**src/rtl/piksel_okuyucu_pkg.sv**
```systemverilog
// Shared state encoding and word-packing constants for the piksel_okuyucu pixel streamer.
package piksel_okuyucu_pkg;

    localparam int unsigned PIXEL_PER_WORD = 4;
    localparam int unsigned WORD_W         = 32;

    typedef enum logic [1:0] {
        BOSTA = 2'd0,
        OKU   = 2'd1,
        BITTI = 2'd2
    } durum_t;

    function automatic int unsigned kelime_sayisi(input int unsigned n);
        return (n + PIXEL_PER_WORD - 1) / PIXEL_PER_WORD;
    endfunction

endpackage

```
**src/rtl/piksel_okuyucu_fifo.sv**
```systemverilog
// Two-entry synchronous word FIFO; a push and a pop in the same cycle leave the fill count unchanged.
module piksel_okuyucu_fifo
    import piksel_okuyucu_pkg::*;
#(
    parameter int unsigned DW = WORD_W
) (
    input  logic          clk_i,
    input  logic          rstn_i,
    input  logic          push_i,
    input  logic [DW-1:0] veri_i,
    input  logic          pop_i,
    output logic [DW-1:0] bas_o,
    output logic [1:0]    doluluk_o,
    output logic          bos_o
);

    logic [DW-1:0] mem_q [2];
    logic [DW-1:0] mem_d [2];
    logic          wr_q, wr_d;
    logic          rd_q, rd_d;
    logic [1:0]    fill_q, fill_d;
    logic          push_ok, pop_ok;

    always_comb begin
        pop_ok  = pop_i && (fill_q != 2'd0);
        push_ok = push_i && ((fill_q != 2'd2) || pop_ok);
        mem_d   = mem_q;
        wr_d    = wr_q;
        rd_d    = rd_q;
        fill_d  = fill_q;
        if (push_ok) begin
            mem_d[wr_q] = veri_i;
            wr_d        = ~wr_q;
        end
        if (pop_ok) begin
            rd_d = ~rd_q;
        end
        case ({push_ok, pop_ok})
            2'b10:   fill_d = fill_q + 2'd1;
            2'b01:   fill_d = fill_q - 2'd1;
            default: fill_d = fill_q;
        endcase
    end

    always_ff @(posedge clk_i) begin
        if (!rstn_i) begin
            mem_q[0] <= '0;
            mem_q[1] <= '0;
            wr_q     <= 1'b0;
            rd_q     <= 1'b0;
            fill_q   <= '0;
        end else begin
            mem_q  <= mem_d;
            wr_q   <= wr_d;
            rd_q   <= rd_d;
            fill_q <= fill_d;
        end
    end

    assign bas_o     = mem_q[rd_q];
    assign doluluk_o = fill_q;
    assign bos_o     = (fill_q == 2'd0);

endmodule

```
**src/rtl/piksel_okuyucu.sv**
```systemverilog
// Streams a GENISLIK x YUKSEKLIK image from a word-wide SRAM as one pixel per cycle with stall support.
// Optional row-end marker output satir_sonu_o is enabled by defining PIXEL_OKUYUCU_SATIR_ISARET_EN.
module piksel_okuyucu
    import piksel_okuyucu_pkg::*;
#(
    parameter int unsigned GENISLIK  = 8,
    parameter int unsigned YUKSEKLIK = 8,
    parameter int unsigned ADR_W     = 16,
    parameter int unsigned PIXEL_W   = 8
) (
    input  logic               clk_i,
    input  logic               rstn_i,
    input  logic               basla_i,
    input  logic [ADR_W-1:0]   taban_adr_i,
    input  logic               stal_i,
    output logic               csb_o,
    output logic [ADR_W-1:0]   addr_o,
    input  logic [WORD_W-1:0]  dout_i,
    output logic               etkin_o,
    output logic [PIXEL_W-1:0] pixel_o,
    output logic               mesgul_o,
`ifdef PIXEL_OKUYUCU_SATIR_ISARET_EN
    output logic               satir_sonu_o,
`endif
    output logic               bitti_o
);

    localparam int unsigned N    = GENISLIK * YUKSEKLIK;
    localparam int unsigned W    = kelime_sayisi(N);
    localparam int unsigned PC_W = $clog2(N + 1);
    localparam int unsigned WC_W = $clog2(W + 1);

    durum_t             durum_q, durum_d;
    logic [ADR_W-1:0]   base_q, base_d;
    logic [WC_W-1:0]    word_idx_q, word_idx_d;
    logic               inflight_q, inflight_d;
    logic [1:0]         byte_idx_q, byte_idx_d;
    logic [PC_W-1:0]    pix_cnt_q, pix_cnt_d;
    logic               etkin_q, etkin_d;
    logic [PIXEL_W-1:0] pixel_q, pixel_d;

    logic [WORD_W-1:0]  fifo_bas;
    logic [1:0]         fifo_fill;
    logic               fifo_bos;
    logic               fifo_pop;
    logic               basla_kabul, okuma, yukle, son_tuketim;

    piksel_okuyucu_fifo #(.DW(WORD_W)) u_fifo (
        .clk_i     (clk_i),
        .rstn_i    (rstn_i),
        .push_i    (inflight_q),
        .veri_i    (dout_i),
        .pop_i     (fifo_pop),
        .bas_o     (fifo_bas),
        .doluluk_o (fifo_fill),
        .bos_o     (fifo_bos)
    );

    // A read counts against FIFO space from issue, so buffered plus in-flight words never exceed two.
    always_comb begin
        basla_kabul = (durum_q == BOSTA) && basla_i;
        okuma       = (durum_q == OKU) && ((fifo_fill + {1'b0, inflight_q}) < 2'd2)
                      && (word_idx_q < WC_W'(W));
        yukle       = (durum_q == OKU) && !stal_i && !fifo_bos;
        fifo_pop    = yukle && ((byte_idx_q == 2'd3) || (pix_cnt_q == PC_W'(N - 1)));
        son_tuketim = etkin_q && !stal_i && (pix_cnt_q == PC_W'(N));
    end

    always_comb begin
        base_d     = base_q;
        word_idx_d = word_idx_q;
        inflight_d = okuma;
        byte_idx_d = byte_idx_q;
        pix_cnt_d  = pix_cnt_q;
        etkin_d    = etkin_q;
        pixel_d    = pixel_q;
        if (basla_kabul) begin
            base_d     = taban_adr_i;
            word_idx_d = '0;
            byte_idx_d = '0;
            pix_cnt_d  = '0;
        end
        if (okuma) begin
            word_idx_d = word_idx_q + WC_W'(1);
        end
        if (yukle) begin
            etkin_d    = 1'b1;
            pixel_d    = fifo_bas[PIXEL_W*byte_idx_q +: PIXEL_W];
            pix_cnt_d  = pix_cnt_q + PC_W'(1);
            byte_idx_d = fifo_pop ? 2'd0 : byte_idx_q + 2'd1;
        end else if (!stal_i) begin
            etkin_d = 1'b0;
        end
    end

    always_ff @(posedge clk_i) begin
        if (!rstn_i) begin
            base_q     <= '0;
            word_idx_q <= '0;
            inflight_q <= 1'b0;
            byte_idx_q <= '0;
            pix_cnt_q  <= '0;
            etkin_q    <= 1'b0;
            pixel_q    <= '0;
        end else begin
            base_q     <= base_d;
            word_idx_q <= word_idx_d;
            inflight_q <= inflight_d;
            byte_idx_q <= byte_idx_d;
            pix_cnt_q  <= pix_cnt_d;
            etkin_q    <= etkin_d;
            pixel_q    <= pixel_d;
        end
    end

`ifdef PIXEL_OKUYUCU_SATIR_ISARET_EN
    localparam int unsigned CC_W = $clog2(GENISLIK + 1);

    logic [CC_W-1:0] col_q, col_d;
    logic            satir_q, satir_d;

    always_comb begin
        col_d   = col_q;
        satir_d = satir_q;
        if (basla_kabul) begin
            col_d = '0;
        end
        if (yukle) begin
            satir_d = (col_q == CC_W'(GENISLIK - 1));
            col_d   = satir_d ? '0 : col_q + CC_W'(1);
        end
    end

    always_ff @(posedge clk_i) begin
        if (!rstn_i) begin
            col_q   <= '0;
            satir_q <= 1'b0;
        end else begin
            col_q   <= col_d;
            satir_q <= satir_d;
        end
    end

    assign satir_sonu_o = satir_q;
`endif

    always_ff @(posedge clk_i) begin
        if (!rstn_i) begin
            durum_q <= BOSTA;
        end else begin
            durum_q <= durum_d;
        end
    end

    always_comb begin
        durum_d = durum_q;
        unique case (durum_q)
            BOSTA:   if (basla_i) durum_d = OKU;
            OKU:     if (son_tuketim) durum_d = BITTI;
            BITTI:   durum_d = BOSTA;
            default: durum_d = BOSTA;
        endcase
    end

    always_comb begin
        mesgul_o = (durum_q == OKU);
        bitti_o  = (durum_q == BITTI);
        csb_o    = !okuma;
        addr_o   = base_q + ADR_W'(word_idx_q);
        etkin_o  = etkin_q;
        pixel_o  = pixel_q;
    end

endmodule

```
**config.mk**
```make
export PLATFORM = sky130hd
export DESIGN_NAME = piksel_okuyucu
export DESIGN_NICKNAME = d
export VERILOG_FILES = /design/src/rtl/piksel_okuyucu_pkg.sv /design/src/rtl/piksel_okuyucu_fifo.sv /design/src/rtl/piksel_okuyucu.sv
export SDC_FILE = /design/constraint.sdc
export NUM_CORES = 1
export LEC_CHECK = 0
export CORE_MARGIN = 1
export CORE_UTILIZATION = 49
export DETAILED_ROUTE_END_ITERATION = 8
export GPL_ROUTABILITY_DRIVEN = 0
export PLACE_DENSITY = 0.76
export SYNTH_ARGS = -nofsm -noshare
export SYNTH_HDL_FRONTEND = slang
export SYNTH_SLANG_ARGS = --single-unit
```
**constraint.sdc**
```tcl
create_clock -name clk_i -period 2 [get_ports clk_i]
set_input_delay 0.3 -clock clk_i [delete_from_list [all_inputs] [get_ports clk_i]]
set_output_delay 0.3 -clock clk_i [all_outputs]
set_load 0.01 [all_outputs]
```
# Yosys cells after proc, flatten, opt, wreduce, memory -nomap -nowiden
# Cells that the tools add are included.
dict set report op_classes {
  multipliers 0
  muxes 19
  eq_ne 11
  n_shift 1
  bitwise 4
  reduce_logical 23
  order_cmp 5
  div 0
  add_sub_neg 7
}
# op count
set op_table {}
lappend op_table {{32-bit two-way mux} 4}
lappend op_table {{64-bit bitwise mux} 1}
lappend op_table {{32-bit demux with 1-bit select} 1}
lappend op_table {{32-bit by 6-bit variable part select with 8-bit output} 1}
lappend op_table {{16-bit by 5-bit adder with 16-bit output} 1}
lappend op_table {{7-bit two-way mux} 2}
lappend op_table {{1-bit logical AND} 11}
lappend op_table {{2-bit two-way mux} 5}
lappend op_table {{5-bit two-way mux} 2}
lappend op_table {{2-bit case mux with 2 select lines} 2}
lappend op_table {{2-bit nonzero test} 4}
lappend op_table {{7-bit by 1-bit adder with 7-bit output, second input constant} 1}
lappend op_table {{7-bit by 6-bit equality test with 1-bit output, second input constant} 1}
lappend op_table {{7-bit equality test, second input constant} 1}
lappend op_table {{2-bit equality test, second input constant} 3}
lappend op_table {{5-bit by 1-bit adder with 5-bit output, second input constant} 1}
lappend op_table {{5-bit less-than comparator, second input constant} 1}
lappend op_table {{2-bit by 1-bit adder with 2-bit output, second input constant} 2}
lappend op_table {{2-bit by 1-bit equality test with 1-bit output, second input constant} 2}
lappend op_table {{2-bit >= comparator, second input constant} 2}
lappend op_table {{2-bit zero test} 2}
lappend op_table {{2-bit by 1-bit inequality test with 1-bit output, second input constant} 2}
lappend op_table {{2-bit inequality test, second input constant} 2}
lappend op_table {{1-bit inverter with 2-bit output} 2}
lappend op_table {{9 further kinds} 14}
dict set report totals {
  output_inout_bits 28
  elab_cells 83
  latch_bits 0
  reg_bits 110
  rom_bits 0
  inputBits 52
  mem_count 0
  ramBits 0
}

# Longest topological paths before layout
dict set report depth {
  depth_word 9
  depth_mapped 9
  ltp_nobuf 8
}

# Modules after synthesis
# Synthesis repeated with hierarchy kept, for this count alone.
dict set report hier_totals {
  hier_cells 572
  area_unflattened_um2 5300.1
}
# module instances area_each_um2 seq_area_each_um2 cells_per_inst
set by_module_without_submodules {}
lappend by_module_without_submodules {piksel_okuyucu_fifo 1 3049.2 1361.3 300}
lappend by_module_without_submodules {piksel_okuyucu 1 2250.9 840.8 272}

# Worst setup path after synthesis
# No wires, ideal clock.
dict set report synth_timing {
  path_type {register to output}
  startpoint {reg word_idx_q[0]}
  endpoint {out addr_o[14]}
  setup_slack_ps -58
  n_path_buf 0
  stages_incl_launch_ff 7
  t_arrival_ps 1758
  required_ps 1700
  path_cell_list {dfxtp_1 ha_1 fa_1 a21o_1 a21boi_0 nor3b_1 xor2_1}
}
dict set report synth_via {
  elab_chain_cells 1
}
# item line
set synth_lines {}
lappend synth_lines {{start, declared} piksel_okuyucu.sv:35} ;# logic [WC_W-1:0] word_idx_q, word_idx_d;
lappend synth_lines {{start signal, assigned} piksel_okuyucu.sv:107} ;# word_idx_q <= word_idx_d;
lappend synth_lines {{16-bit by 5-bit adder with 16-bit output} piksel_okuyucu.sv:169} ;# addr_o = base_q + ADR_W'(word_idx_q);
lappend synth_lines {{end, declared} piksel_okuyucu.sv:17} ;# output logic [ADR_W-1:0] addr_o,
# No other way between the ends.

# Worst setup path after layout
dict set report layout_timing {
  startpoint {reg base_q[0]}
  endpoint {out addr_o[10]}
}
dict set report layout_via {
  elab_chain_cells 1
}
# item line
set layout_lines {}
lappend layout_lines {{start, declared} piksel_okuyucu.sv:34} ;# logic [ADR_W-1:0] base_q, base_d;
lappend layout_lines {{start signal, assigned} piksel_okuyucu.sv:106} ;# base_q <= base_d;
lappend layout_lines {{16-bit by 5-bit adder with 16-bit output} piksel_okuyucu.sv:169}
# No other way between the ends.

==> results.toml <==
[timing]
layout_setup_ws_ns = -0.327
rsz0062_at_grt = "yes"
finalCritPeriodShare_pct = 116
slew_viol_final = 0
finalSetupViolCount = 13
slew_headroom_pct = 65.8
hold_ws_ns = 0.433
hold_viol_final = 0
max_freq_mhz = 430
skew_ns = 0.0181
min_period_ns = 2.33
tightest_slew_ns = 0.507
finalSetupTns_ns = -2.92

[logic_synthesis]
synth_simple_gate_area_share_pct = 17.3
netlist_instances = 550
synth_nets = 613
synth_adder_area_share_pct = 2.77
ys_seq_area_share_pct = 42.0
synth.area.mux_share_pct = 21.0
postSynth.asyncResetShare_pct = 0
synth-compound-area-share_pct = 9.17
synth_xor_area_share_pct = 2.84
synth_edf_count = 0
netlist_area_um2 = 5240
yosysTopAreaCellShare_pct = 42.0
avgSynthCellArea_um2 = 9.53
synthDistinctLibCells = 55
synthFlopType = "dfxtp_1"
ys_ff_latch = 110
netlist_top_cells_area = "dfxtp_1 (42%), mux2i_1 (14%), nand2_1 (10%), mux4_2 (6.9%), a21oi_1 (3.7%)"
synth_top_family_by_area = "multiplexers"
yosys_warnings = 0
yosys.area.top_type = "dfxtp_1"

[min_path]
min-delay-start = "rstn_i"
worstHoldPathType = "input port to flip-flop"
whs_path_depth = 3
holdPathEnd = "u_fifo.doluluk_o[0]"

[global_routing]
grt_pass1_vias = 4350
grt_pass1_wl_mm = 20.4
globalRouteTotalUtil_pct = 22.9
grt_max_degree = 111
antenna_found_initial = 0
grt_overflow = 0

[routing]
wl_mm = 12.3
routed-wl-met3_um = 528
vias_per_cell = 5.40
ant_nets = 0
firstDrtPassIters = 5
vias = 4284
top_layer_used = "met4"
met2_length_mm = 6.18
wl_per_cell_um = 15.5
drt_iter0_drc = 236
met1_length_mm = 5.39
drc = 0

[critical_path]
crit_family = "adder cells"
cp-start-kind = "flip-flop"
max_stage_delay_ns = 0.35
crit_path_end_kind = "primary output"
cp_max_fo = 4
path_class = "flip-flop to primary output"
required_ns = 1.70
slowest_stage = "dfxtp_2"
rr_startpoint = "pix_cnt_q[1]"
r2r_cells = 8
worstPathCellList = "ha_4, fa_2, a21o_1, a21boi_2, buf_4, nor3_1, xor2_1, buf_2"
worstPathArrival_ns = 2.03
path_buf_inv = 2
r2r_slack_ns = 0.02
reg2reg_to = "u_fifo.doluluk_o[1]"

[status]
violations = "setup timing"
status = "finished, violations left"

[die]
io-pin-count = 80
die_area_um2 = 11100
die_h_um = 105
rows = 37
die_width_um = 105
coreArea_um2 = 10400
start_util_pct = 50.5

[placed_design]
postPlaceCellArea_um2 = 6360
dpl.hpwl_mm = 8.48
io_buffer_count = 79

[pwr]
power_mw = 4.31
p_per_area_nw_per_um2 = 644
irDropWorstVdd_v = 0.000369
leakage_nw = 2.74

[cells_and_area]
num_antenna_cells = 0
mostFrequentLayoutCell = "nand2_1"
final_nets = 716
layout-drive-gt1-share_pct = 20.8
final_cell_mix = "nand2_1 (142), dfxtp_1 (100), mux2i_1 (73)"
fillers = 841
final_area_um2 = 6700
area_growth_pct = 27.8

[job]
drv_cap = 0

[cts]
tritoncts = "yes"
cts_hold_repair.buffers = 0
clock_latency_ns = 0.38
cts_buffers = 9
cts-htree-levels = 3
root_buffer = "clkbuf_8"
clock_sinks = 110
clkSlewWorstSetupHoldPaths_ns = 0.11
clockBufferDepth = 2
==> report_power, final <==
part | switching, mW | internal, mW | total, mW
clock network | 0.832 | 0.623 | 1.46
registers | 0.0493 | 2.25 | 2.30
logic | 0.263 | 0.288 | 0.551
total | 1.14 | 3.17 | 4.31
==> state kept, by name, indices dropped and copies added (netlist names) <==
register / count
byte_idx_q: 2
pix_cnt_q: 7
u_fifo.mem_q: 64
pixel_o: 8
word_idx_q: 5
u_fifo.rd_q: 1
base_q: 16
u_fifo.wr_q: 1
inflight_q: 1
etkin_o: 1
u_fifo.doluluk_o: 2
durum_q: 2
==> how the worst max path moves through the flow <==
stage          slack (ns)         end  depth (start not counted)          start
2_1_floorplan        0.04  addr_o[14]                          6  word_idx_q[0]
3_3_place_gp        -0.41   addr_o[8]                          8      base_q[0]
3_5_place_dp        -0.49   addr_o[9]                          6      base_q[1]
4_1_cts             -0.39  addr_o[10]                          8      base_q[0]
5_1_grt             -0.43  addr_o[14]                          8      base_q[0]
6_report            -0.33  addr_o[10]                          8      base_q[0]
==> timing repair <==
action | in CTS | in global routing
endpoints found under the setup margin | 18 | 23
resized for setup | 90 | 15
pin swaps | 12 | 15
setup buffers | 1 | 2
==> Yosys cell counts, drive strengths merged, types with 2 or more instances <==
library cell / n
a211oi: 2
a21boi: 2
a21o: 2
a21oi: 39
a31oi: 3
and2: 2
and3: 3
and4: 2
and4b: 2
buf: 12
clkbuf: 24
dfxtp: 110
ha: 10
inv: 7
mux2i: 73
mux4: 16
nand2: 142
nand3: 12
nand3b: 2
nand4: 3
nor2: 9
nor2b: 2
nor3: 6
nor3b: 6
o211a: 2
o211ai: 2
o21a: 2
o21ai: 17
o21bai: 2
or3: 4
xnor2: 10
xor2: 7
==> routing by layer <==
layer / vias up / GRT usage (%)
met2: 130 / 41.1
met4: 0 / 8.15
met3: 13 / 3.71
met1: 2026 / 27.4
met5: - / 0
li1: 2115 / -
==> final cells by class <==
type	count	area [µm²]	area share [%]
Multi-Input combinational cell	397	2930	43.7
Sequential cell	110	2230	33.3
Timing Repair Buffer	128	1120	16.8
Tap cell	136	170	2.54
Clock buffer	9	124	1.85
Clock inverter	7	97.6	1.46
Inverter	7	26.3	0.392
==> cells by family after synthesis <==
kind of cell | count (synthesis)
simple gates | 202
flops | 110
mux | 90
xor+xnor | 17
fa+ha+maj | 11
compound gates | 77
buf+inv | 43
==> tightest hold or removal path, delay by kind of cell <==
kind | cells | cell delay (ns)
buffers and inverters | 2 | 0.31
and+or+nand+nor | 1 | 0.16
==> metrics by stage <==
stage               setup WS (ns)  utilization, %  cells
floorplan                  0.0362               -    550
global placement           -0.410            61.3    775
detailed placement         -0.494            61.3    775
CTS                        -0.388            63.9    792
global route               -0.428            64.6    794
finish                     -0.327            64.6    794
No activity file was read; power rests on OpenSTA's default activity.
